===== src/rtl/mbist_march_ctrl.sv =====
// mbist_march_ctrl
//   Memory BIST controller running March C- over addresses 0..DEPTH-1 of a
//   single-port array with a registered read path (RD_LAT cycles) and
//   write data that must be presented one cycle ahead of its write command.
//   M0 up(w0), M1 up(r0,w1), M2 up(r1,w0), M3 down(r0,w1), M4 down(r1,w0),
//   M5 up(r0). One memory op per cycle, 10*DEPTH ops per run.
// Ports:
//   clk, rst_n            clock, asynchronous active-low reset
//   start                 single-cycle run request (taken in IDLE or DONE)
//   busy / done / fail    run status; fail is valid while done is high
//   fail_count            saturating miscompare count
//   fail_elem/addr/data   element, address and read data of first miscompare
//   mem_write_read        1 = write, 0 = read
//   mem_address, mem_wdata, mem_rdata   memory interface
module mbist_march_ctrl #(
  parameter int DATA_WIDTH = 8,
  parameter int ADDR_WIDTH = 4,
  parameter int DEPTH      = 16,
  parameter int RD_LAT     = 2
) (
  input  logic                  clk,
  input  logic                  rst_n,
  input  logic                  start,
  output logic                  busy,
  output logic                  done,
  output logic                  fail,
  output logic [7:0]            fail_count,
  output logic [2:0]            fail_elem,
  output logic [ADDR_WIDTH-1:0] fail_addr,
  output logic [DATA_WIDTH-1:0] fail_data,
  output logic                  mem_write_read,
  output logic [ADDR_WIDTH-1:0] mem_address,
  output logic [DATA_WIDTH-1:0] mem_wdata,
  input  logic [DATA_WIDTH-1:0] mem_rdata
);

  typedef enum logic [3:0] {
    S_IDLE, S_M0, S_M1, S_M2, S_M3, S_M4, S_M5, S_DRAIN, S_DONE
  } state_t;

  localparam logic [ADDR_WIDTH-1:0] LAST_ADDR = ADDR_WIDTH'(DEPTH - 1);
  localparam logic [DATA_WIDTH-1:0] D0 = '0;
  localparam logic [DATA_WIDTH-1:0] D1 = '1;
  localparam int DRAIN_W = (RD_LAT > 1) ? $clog2(RD_LAT) : 1;
  localparam logic [DRAIN_W-1:0] LAST_DRAIN = DRAIN_W'(RD_LAT - 1);

  function automatic logic is_two_op(input state_t s);
    return (s == S_M1) || (s == S_M2) || (s == S_M3) || (s == S_M4);
  endfunction

  function automatic logic is_down(input state_t s);
    return (s == S_M3) || (s == S_M4);
  endfunction

  function automatic logic op_is_write(input state_t s, input logic ph);
    return (s == S_M0) || (is_two_op(s) && ph);
  endfunction

  function automatic logic op_is_read(input state_t s, input logic ph);
    return (s == S_M5) || (is_two_op(s) && !ph);
  endfunction

  function automatic logic [DATA_WIDTH-1:0] rd_bg(input state_t s);
    return ((s == S_M2) || (s == S_M4)) ? D1 : D0;
  endfunction

  function automatic logic [DATA_WIDTH-1:0] wr_bg(input state_t s);
    return ((s == S_M1) || (s == S_M3)) ? D1 : D0;
  endfunction

  function automatic logic [2:0] elem_idx(input state_t s);
    case (s)
      S_M1:    return 3'd1;
      S_M2:    return 3'd2;
      S_M3:    return 3'd3;
      S_M4:    return 3'd4;
      S_M5:    return 3'd5;
      default: return 3'd0;
    endcase
  endfunction

  function automatic state_t next_elem(input state_t s);
    case (s)
      S_M0:    return S_M1;
      S_M1:    return S_M2;
      S_M2:    return S_M3;
      S_M3:    return S_M4;
      S_M4:    return S_M5;
      default: return S_DRAIN;
    endcase
  endfunction

  // state_q/phase_q/addr_q describe the op being issued in the current cycle.
  state_t                  state_q, state_d;
  logic                    phase_q, phase_d;
  logic [ADDR_WIDTH-1:0]   addr_q, addr_d;
  logic [DRAIN_W-1:0]      drain_cnt_q, drain_cnt_d;
  logic                    busy_q, busy_d;
  logic                    done_q, done_d;
  logic                    fail_q, fail_d;
  logic [7:0]              fail_count_q, fail_count_d;
  logic [2:0]              fail_elem_q, fail_elem_d;
  logic [ADDR_WIDTH-1:0]   fail_addr_q, fail_addr_d;
  logic [DATA_WIDTH-1:0]   fail_data_q, fail_data_d;
  logic                    mem_write_read_q, mem_write_read_d;
  logic [DATA_WIDTH-1:0]   mem_wdata_q, mem_wdata_d;

  logic                    pipe_vld_q  [RD_LAT];
  logic [DATA_WIDTH-1:0]   pipe_exp_q  [RD_LAT];
  logic [2:0]              pipe_elem_q [RD_LAT];
  logic [ADDR_WIDTH-1:0]   pipe_addr_q [RD_LAT];
  logic                    pipe_vld_d  [RD_LAT];
  logic [DATA_WIDTH-1:0]   pipe_exp_d  [RD_LAT];
  logic [2:0]              pipe_elem_d [RD_LAT];
  logic [ADDR_WIDTH-1:0]   pipe_addr_d [RD_LAT];

  logic accept;
  logic last_addr;
  logic mismatch;

  always_comb begin
    state_d     = state_q;
    phase_d     = phase_q;
    addr_d      = addr_q;
    drain_cnt_d = drain_cnt_q;
    accept      = 1'b0;
    last_addr   = is_down(state_q) ? (addr_q == '0) : (addr_q == LAST_ADDR);
    case (state_q)
      S_IDLE, S_DONE: begin
        if (start) begin
          accept  = 1'b1;
          state_d = S_M0;
          phase_d = 1'b0;
          addr_d  = '0;
        end
      end
      S_DRAIN: begin
        if (drain_cnt_q == LAST_DRAIN) state_d = S_DONE;
        else                           drain_cnt_d = drain_cnt_q + 1'b1;
      end
      default: begin
        if (is_two_op(state_q) && !phase_q) begin
          phase_d = 1'b1;
        end else begin
          phase_d = 1'b0;
          if (last_addr) begin
            state_d     = next_elem(state_q);
            drain_cnt_d = '0;
            // DRAIN keeps the final address on the bus.
            if (state_d == S_DRAIN)     addr_d = addr_q;
            else if (is_down(state_d))  addr_d = LAST_ADDR;
            else                        addr_d = '0;
          end else begin
            addr_d = is_down(state_q) ? addr_q - 1'b1 : addr_q + 1'b1;
          end
        end
      end
    endcase

    mem_write_read_d = op_is_write(state_d, phase_d);
    // Write data leads its command by one cycle. Only a read in a two-op
    // element is known to be followed by a write; every other write carries
    // D0, which is zero and so coincides with the idle value.
    mem_wdata_d = (is_two_op(state_d) && !phase_d) ? wr_bg(state_d) : D0;
    busy_d      = (state_d != S_IDLE) && (state_d != S_DONE);
    done_d      = (state_d == S_DONE);

    // Read compare pipeline: entry emerges when its data is on mem_rdata.
    pipe_vld_d[0]  = op_is_read(state_q, phase_q);
    pipe_exp_d[0]  = rd_bg(state_q);
    pipe_elem_d[0] = elem_idx(state_q);
    pipe_addr_d[0] = addr_q;
    for (int i = 1; i < RD_LAT; i++) begin
      pipe_vld_d[i]  = pipe_vld_q[i-1];
      pipe_exp_d[i]  = pipe_exp_q[i-1];
      pipe_elem_d[i] = pipe_elem_q[i-1];
      pipe_addr_d[i] = pipe_addr_q[i-1];
    end
    mismatch = pipe_vld_q[RD_LAT-1] && (mem_rdata != pipe_exp_q[RD_LAT-1]);

    fail_count_d = fail_count_q;
    fail_elem_d  = fail_elem_q;
    fail_addr_d  = fail_addr_q;
    fail_data_d  = fail_data_q;
    if (accept) begin
      fail_count_d = '0;
      fail_elem_d  = '0;
      fail_addr_d  = '0;
      fail_data_d  = '0;
    end else if (mismatch) begin
      if (fail_count_q != 8'hFF) fail_count_d = fail_count_q + 8'd1;
      if (fail_count_q == 8'd0) begin
        fail_elem_d = pipe_elem_q[RD_LAT-1];
        fail_addr_d = pipe_addr_q[RD_LAT-1];
        fail_data_d = mem_rdata;
      end
    end
    fail_d = done_d && (fail_count_d != 8'd0);
  end

  always_ff @(posedge clk or negedge rst_n) begin
    if (!rst_n) begin
      state_q          <= S_IDLE;
      phase_q          <= 1'b0;
      addr_q           <= '0;
      drain_cnt_q      <= '0;
      busy_q           <= 1'b0;
      done_q           <= 1'b0;
      fail_q           <= 1'b0;
      fail_count_q     <= '0;
      fail_elem_q      <= '0;
      fail_addr_q      <= '0;
      fail_data_q      <= '0;
      mem_write_read_q <= 1'b0;
      mem_wdata_q      <= '0;
      for (int i = 0; i < RD_LAT; i++) begin
        pipe_vld_q[i]  <= 1'b0;
        pipe_exp_q[i]  <= '0;
        pipe_elem_q[i] <= '0;
        pipe_addr_q[i] <= '0;
      end
    end else begin
      state_q          <= state_d;
      phase_q          <= phase_d;
      addr_q           <= addr_d;
      drain_cnt_q      <= drain_cnt_d;
      busy_q           <= busy_d;
      done_q           <= done_d;
      fail_q           <= fail_d;
      fail_count_q     <= fail_count_d;
      fail_elem_q      <= fail_elem_d;
      fail_addr_q      <= fail_addr_d;
      fail_data_q      <= fail_data_d;
      mem_write_read_q <= mem_write_read_d;
      mem_wdata_q      <= mem_wdata_d;
      pipe_vld_q       <= pipe_vld_d;
      pipe_exp_q       <= pipe_exp_d;
      pipe_elem_q      <= pipe_elem_d;
      pipe_addr_q      <= pipe_addr_d;
    end
  end

  assign busy           = busy_q;
  assign done           = done_q;
  assign fail           = fail_q;
  assign fail_count     = fail_count_q;
  assign fail_elem      = fail_elem_q;
  assign fail_addr      = fail_addr_q;
  assign fail_data      = fail_data_q;
  assign mem_write_read = mem_write_read_q;
  assign mem_address    = addr_q;
  assign mem_wdata      = mem_wdata_q;

endmodule


===== config.mk =====
export PLATFORM = sky130hd
export DESIGN_NAME = mbist_march_ctrl
export DESIGN_NICKNAME = d
export VERILOG_FILES = /design/src/rtl/mbist_march_ctrl.sv
export SDC_FILE = /design/constraint.sdc
export NUM_CORES = 1
export LEC_CHECK = 0
export CORE_UTILIZATION = 30
export DETAILED_ROUTE_END_ITERATION = 12
export GPL_TIMING_DRIVEN = 0
export SLEW_MARGIN = 25
export SYNTH_ARGS = -nofsm -noshare
export SYNTH_HDL_FRONTEND = slang
export SYNTH_SLANG_ARGS = --single-unit

===== constraint.sdc =====
create_clock -name clk -period 2.05 [get_ports clk]
set_input_delay 0.3075 -clock clk [delete_from_list [all_inputs] [get_ports clk]]
set_output_delay 0.3075 -clock clk [all_outputs]
set_load 0.05 [all_outputs]

Word level (Yosys, flattened, before mapping)
Cells that the tools add are included.
Word-level totals
  bits in registers: 77
  latch bits: 0
  memory bits (writable): 0
  bits in read-only memories: 0
  bits of input ports: 11
  output and inout port bits: 39
  word-level logic and storage cells: 127
  memories kept: 0
Operators by class
  add/sub/neg operators: 4
  multiply operators: 0
  div/mod/pow operators: 0
  order comparisons: 0
  equality and inequality tests: 25
  shift-type cells: 0
  multiplexer cells: 42
  bitwise gates (word level): 2
  reductions and logical operators: 33
Operators with widths (count)
  8-bit two-way mux: 9
  4-bit two-way mux: 16
  4-bit by 3-bit == test with 1-bit output (second input constant): 9
  3-bit case mux with 5 select lines: 2
  4-bit by 2-bit == test with 1-bit output (second input constant): 4
  4-bit case mux with 2 select lines: 2
  4-bit == test (second input constant): 3
  1-bit logical OR: 12
  3-bit two-way mux: 3
  8-bit by 1-bit adder with 8-bit output (second input constant): 1
  4-bit by 1-bit == test with 1-bit output (second input constant): 2
  4-bit logical NOT: 2
  8-bit logical NOT: 1
  1-bit two-way mux: 8
  8-bit != test: 1
  8-bit != test (second input constant): 1
  8-bit nonzero test: 1
  1-bit logical AND: 6
  2-bit nonzero test: 3
  4-bit by 1-bit adder with 4-bit output (second input constant): 1
  2-bit by 1-bit != test with 1-bit output (second input constant): 2
  4-bit != test (second input constant): 1
  1-bit case mux with 2 select lines: 2
  4-bit AND reduction: 1
  11 further kinds: 13

Depth between registers and ports, before layout
Gate-level depths: netlist of run 1.
  word-level depth: 16
  depth in mapped cells: 9
  mapped depth without buffers: 8

Worst setup path before layout of run 1
Ideal clock, no wire load.
  path type: reg-to-reg
  from: reg fail_count_q[0] (netlist: fail_count[0])
  to: reg fail_addr_q[0] (netlist: fail_addr[0])
  library setup time: 132 ps
  arrival time: 2088 ps
  setup slack: -170 ps
  stages on the path, launching flop included: 9
  path buffers: 1
  period minus slack after synthesis: 2220 ps
  cells stage by stage: dfrtp_1 > inv_1 > ha_1 > nor4b_1 > nand2_1 > nor3_2 > buf_2 > mux2i_1 > nor2_1
On the way
  word-level cells in the longest chain between the ends: 3
RTL lines
  start, declared: RTL line 101  | logic [7:0] fail_count_q, fail_count_d;
  start signal, assigned: RTL line 230  | fail_count_q <= fail_count_d;
  8-bit logical NOT: RTL line 192  | if (fail_count_q == 8'd0) begin
  2-bit nonzero test (no source line)
  2-bit AND reduction (no source line)
  end signal, assigned: RTL line 232  | fail_addr_q <= fail_addr_d;
  end, declared: RTL line 103  | logic [ADDR_WIDTH-1:0] fail_addr_q, fail_addr_d;
Every way passes these cells.
A chain may end at the register's enable or synchronous reset.

Worst setup path after layout of run 1
  from: reg state_q[2]
  to: reg addr_q[0] (netlist: mem_address[0])
On the way
  word-level cells in the longest chain between the ends: 12
RTL lines
  start, declared: RTL line 94  | state_t state_q, state_d;
  start signal, assigned: RTL line 223  | state_q <= state_d;
  4-bit by 3-bit == test with 1-bit output, or another cell as far along: RTL line 48, 52, 83
  3-bit case mux with 5 select lines: RTL line 83  | case (s)
  4-bit two-way mux: RTL line 146  | if (last_addr) begin
  4-bit two-way mux: RTL line 142  | if (is_two_op(state_q) && !phase_q) begin
  4-bit two-way mux: RTL line 128  | case (state_q)
  4-bit by 3-bit == test with 1-bit output: RTL line 52  | return (s == S_M3) || (s == S_M4);
  1-bit logical OR: RTL line 52
  4-bit two-way mux: RTL line 151  | else if (is_down(state_d)) addr_d = LAST_ADDR;
  4-bit two-way mux: RTL line 150  | if (state_d == S_DRAIN) addr_d = addr_q;
  4-bit two-way mux: RTL line 146
  4-bit two-way mux: RTL line 142
  4-bit case mux with 2 select lines: RTL line 128
  end signal, assigned: RTL line 225  | addr_q <= addr_d;
  end, declared: RTL line 96  | logic [ADDR_WIDTH-1:0] addr_q, addr_d;
Several ways; a longest one is shown, not always the timed one. The select of a mux whose other input is x is not followed.

==> results.md, run 1 <==
STA:
- The final count of pins violating max slew came to 0.
- Dividing the final minimum period by the clock period gives 107%.
- The number of hold violations in the final report came to 0.
- The remaining max-slew budget at the tightest pin is 64.8%.
- The accumulated negative setup slack is -0.814 ns.
- In the post-route analysis, the smallest setup slack over all paths is -0.151 ns.
- The final critical path time including I/O delays and setup is 2.20 ns.
- Setup repair after global routing could not meet its margin everywhere.
- Setup violations remaining at the end of the flow were counted as 7.
- The transition time of the tightest slew-check pin is 0.522 ns.
- The maximum achievable frequency is 454 MHz.
- The clock tree skew after final layout is 0.00467 ns.

Die:
- The core box area is 0.00872 mm².
- The die is 97.1 µm tall.
- The number of rows in the core area is 34.
- The initial cell density of the core is ~31%.
- The die covers around 0.0094 mm².
- 50 I/O pins were placed.
- The die is slightly below 100 µm wide.

Clocking:
- The deepest clock path buffer count is 2.
- The number of H-tree levels is 2.
- The TritonCTS clock tree is built.
- The buffer cell driving the clock tree root is clkbuf_8.
- In this run, CTS created clock tree buffers numbering 5.
- The number of sinks on the clock net is 56.
- The clock latency reported for the late side of the worst-skew pair is approximately 0.3 ns.
- The clock edge transition at the registers on the reported setup and hold paths is 0.09 ns.

Critical path:
- In this run the critical register-to-register path is captured at mem_address[0].
- The register-to-register setup slack is -0.15 ns.
- The number of cells on the worst reg-to-reg path is 8.
- STA classifies the critical path startpoint as a flip-flop.
- STA puts the critical path data required time at 2.24 ns.
- The worst setup path is of the flip-flop to flip-flop kind.
- The worst register-to-register path begins at state_q[2].
- The largest fanout on the critical path is 7.
- The kind of end point of the critical path is a flip-flop.
- The worst path arrival time is 2.39 ns.

Pwr:
- Power spread over the standard cell area amounts to 1520 mW/mm².
- In this run, the combinational gates consume 58.6% of the power.
- The largest vdd supply drop is 0.408 mV.
- The switching power summed over all nets is 2.49 mW.
- The clock network fraction of total power is between 10 and 15%.
- The share of total power in sequential cells is between 30% and 40%.
- The fraction of power spent switching nets is 43.5%.
- In this run the static leakage power is 1.79 nW.
- Cell internal power was estimated by the tool at 3.23 mW.

Placed design:
- Detailed placement ended at an HPWL of ~4.1 mm.
- The count of buffers added on input and output ports is 49.
- The final RePlAce weighted congestion is 0.834.
- The post-place instance area is 0.00342 mm².
- The cell count after placement is 411.

Worst hold path:
- The hold path startpoint is pipe_elem_d[0].
- Along the worst hold path, the cell count comes to 0.
- The class of the worst hold path is flip-flop to flip-flop.
- The destination of the worst hold path is pipe_elem_q[0].

Finish:
- The antenna diode count is 0.
- The final non-filler cell total is about 440.
- The share of cells above drive strength 1 is a little under a quarter.
- The library cells used most frequently in the layout, excluding fill and tap cells, are dfrtp_1 (52), clkdlybuf4s50_1 (33), nor2_1 (30), buf_4 (30), mux2i_1 (18).
- Leaving out fill and tap cells, the most frequent cell in the layout is dfrtp_1.
- The area overhead of the layout relative to synthesis is 38.5%.
- The final core utilization is between 40% and 50%.
- After routing the design area is 0.00376 mm².
- After the last flow step, the layout net total stands at between 300 and 400.

Run status:
- The flow ran to the end, but the final reports show violations.
- The final reports fail on setup timing.

Global route:
- The via count of the first global-routing pass is between 2000 and 2500.
- The first global-routing pass estimated 10.2 mm of wire.
- The initial antenna violation count is 0.
- The pin count of the biggest net entering global routing is 31.
- The global-route congestion overflow total is 0.
- Global routing used 13.2% of the available tracks across all layers.

Detailed routing:
- After detailed routing, the average wire length per cell comes to 13.7 µm.
- The number of design rule violations left after detail routing is 0.
- The average vias per placed instance is 4.90.
- The pre-antenna-repair detailed-routing pass consisted of 4 iterations.
- Once detail routing completed, the nets flagged for antenna violations numbered 0.
- The detailed router placed 2148 vias in this run.
- The final layout contains routed wiring with a total length of 6.00 mm.
- The initial detailed-routing violation count is 112.

Yosys:
- The number of different library cells used by synthesis comes to 51.
- The synthesized design contains 0 enable-type register cells.
- The count of yosys warnings during synthesis is 0.
- Counting flops with an async set or reset pin after synthesis yields a share of 100%.
- Counting flops and latches in the post-synthesis netlist gives 56.
- After technology mapping, the gate count stands at 253.
- The most frequently used flop master after synthesis is dfrtp_1.
- The netlist area before placement is 0.00271 mm².
- The post-synthesis net count is 269.
- For this run, the register share of the synthesized area comes to roughly half.
- The average footprint of a synthesized cell is 10.7 µm².

Job:
- Across the run, the number of max-cap violations was 0.
## synth_stat cells, types with 2 or more instances
| library cell | n | share of area [%] |
|---|---|---|
| a21o_1 | 3 | 0.83 |
| a21oi_1 | 13 | 2.4 |
| a31o_2 | 2 | 0.65 |
| a31oi_1 | 2 | 0.46 |
| and2_1 | 2 | 0.46 |
| and3_1 | 3 | 0.69 |
| buf_2 | 3 | 0.55 |
| buf_4 | 12 | 3.3 |
| clkbuf_1 | 6 | 0.83 |
| dfrtp_1 | 56 | 52 |
| ha_1 | 4 | 1.8 |
| inv_1 | 8 | 1.1 |
| mux2_1 | 3 | 1.2 |
| mux2i_1 | 18 | 6.6 |
| nand2_1 | 11 | 1.5 |
| nand2b_1 | 4 | 0.92 |
| nand3_1 | 5 | 0.92 |
| nand3b_1 | 2 | 0.55 |
| nand4_1 | 3 | 0.69 |
| nor2_1 | 30 | 4.1 |
| nor2b_1 | 3 | 0.69 |
| nor3_1 | 10 | 1.8 |
| nor4_1 | 2 | 0.46 |
| nor4b_1 | 2 | 0.65 |
| o21ai_0 | 8 | 1.5 |
| o31ai_1 | 3 | 0.83 |
| or3_1 | 4 | 0.92 |
| or4_1 | 3 | 0.83 |
| xnor2_1 | 6 | 1.9 |
## state kept, by name, summed over array words and instances (netlist names), 3 cells and up
name         count
fail_data        8
pipe_addr_d      4
state_q          4
fail_addr        4
fail_elem        3
pipe_elem_q      3
fail_count       8
mem_address      4
pipe_addr_q      4
pipe_elem_d      3
## power groups by stage
stage / Clock [mW] / Combinational (mW) / Sequential, mW
global route: 0.700 / 3.60 / 1.80
CTS: 0.659 / 3.30 / 1.75
finish: 0.621 / 3.35 / 1.75
detailed placement: 0 / 3.07 / 1.80
floorplan: 0 / 1.71 / 2.33
global placement: 0 / 3.06 / 1.80
## kinds of logic after synthesis
| kind of cell | Yosys count | synth area share [%] |
|---|---|---|
| fa+ha+maj | 6 | 2.95 |
| simple gates | 89 | 17.3 |
| mux | 23 | 9.13 |
| buf+inv | 30 | 5.95 |
| compound gates | 42 | 10.7 |
| flops | 56 | 51.6 |
| xor+xnor | 7 | 2.26 |
## stage by stage
| step | hold WS (ns) | worst slack, ns | power [mW] |
|---|---|---|---|
| finish | 0.351 | -0.151 | 5.72 |
| global route | 0.367 | -0.227 | 6.10 |
| CTS | 0.359 | -0.162 | 5.70 |
| detailed placement | 0.247 | -0.673 | 4.87 |
| global placement | 0.332 | -1.26 | 4.85 |
| floorplan | 0.0119 | -0.0855 | 4.04 |
## layout make-up
class	count	area [µm²]
Fill cell	811	4960
Tap cell	108	135
Timing Repair Buffer	70	689
Inverter	8	30.0
Buffer	22	160
Clock buffer	7	96.3
Sequential cell	56	1410
Multi-Input combinational cell	167	1240
## worst max path at each step
stage / startpoint / end / slack [ns] / cells past startpoint
after floorplan: state_q[1] / mem_address[0] / -0.09 / 7
after global placement: rst_n / fail_count[0] / -1.26 / 1
after detailed placement: mem_rdata[3] / fail / -0.67 / 8
after CTS: state_q[1] / mem_address[2] / -0.16 / 8
after global routing: state_q[2] / mem_address[2] / -0.23 / 8
final: state_q[2] / mem_address[0] / -0.15 / 8
## critical path, cell delays in order (launching register included)
cell and delay, ns:
dfrtp_1 0.38, buf_6 0.13, nor3b_4 0.16, mux2i_4 0.23, buf_6 0.14, a21o_1 0.14, a221o_1 0.37, a21boi_4 0.23
mux2_4 0.32
## repair_timing
item | in CTS | in global routing
endpoints found under the hold margin | 26 | 0
pin swaps | 6 | 6
setup buffers | 15 | 3
gates cloned | 0 | 1
resized for setup | 19 | 23
hold buffers | 1 | 0
endpoints found under the setup margin | 25 | 32
## per-layer routing
metal  global-route usage [%]  part of all wire, %  vias to the layer above
li1                         -                    -                     1033
met1                     17.3                   45                     1027
met2                     21.5                   48                       81
met3                     2.95                  5.6                        7
met4                     4.59                  1.2                        0
met5                        0                    0                        -
No activity file was read; power rests on OpenSTA's default activity.
==> run 2, diff against run 1 <==
CTS_CLUSTER_DIAMETER = 40   (was default)
==> results of run 2 <==
The final DEF is identical to that of run 1; final timing and power are the same.
==> run 3, diff against run 2 <==
CAP_MARGIN = 20   (was default)
==> results of run 3 <==
The final DEF is identical to that of run 1; final timing and power are the same.
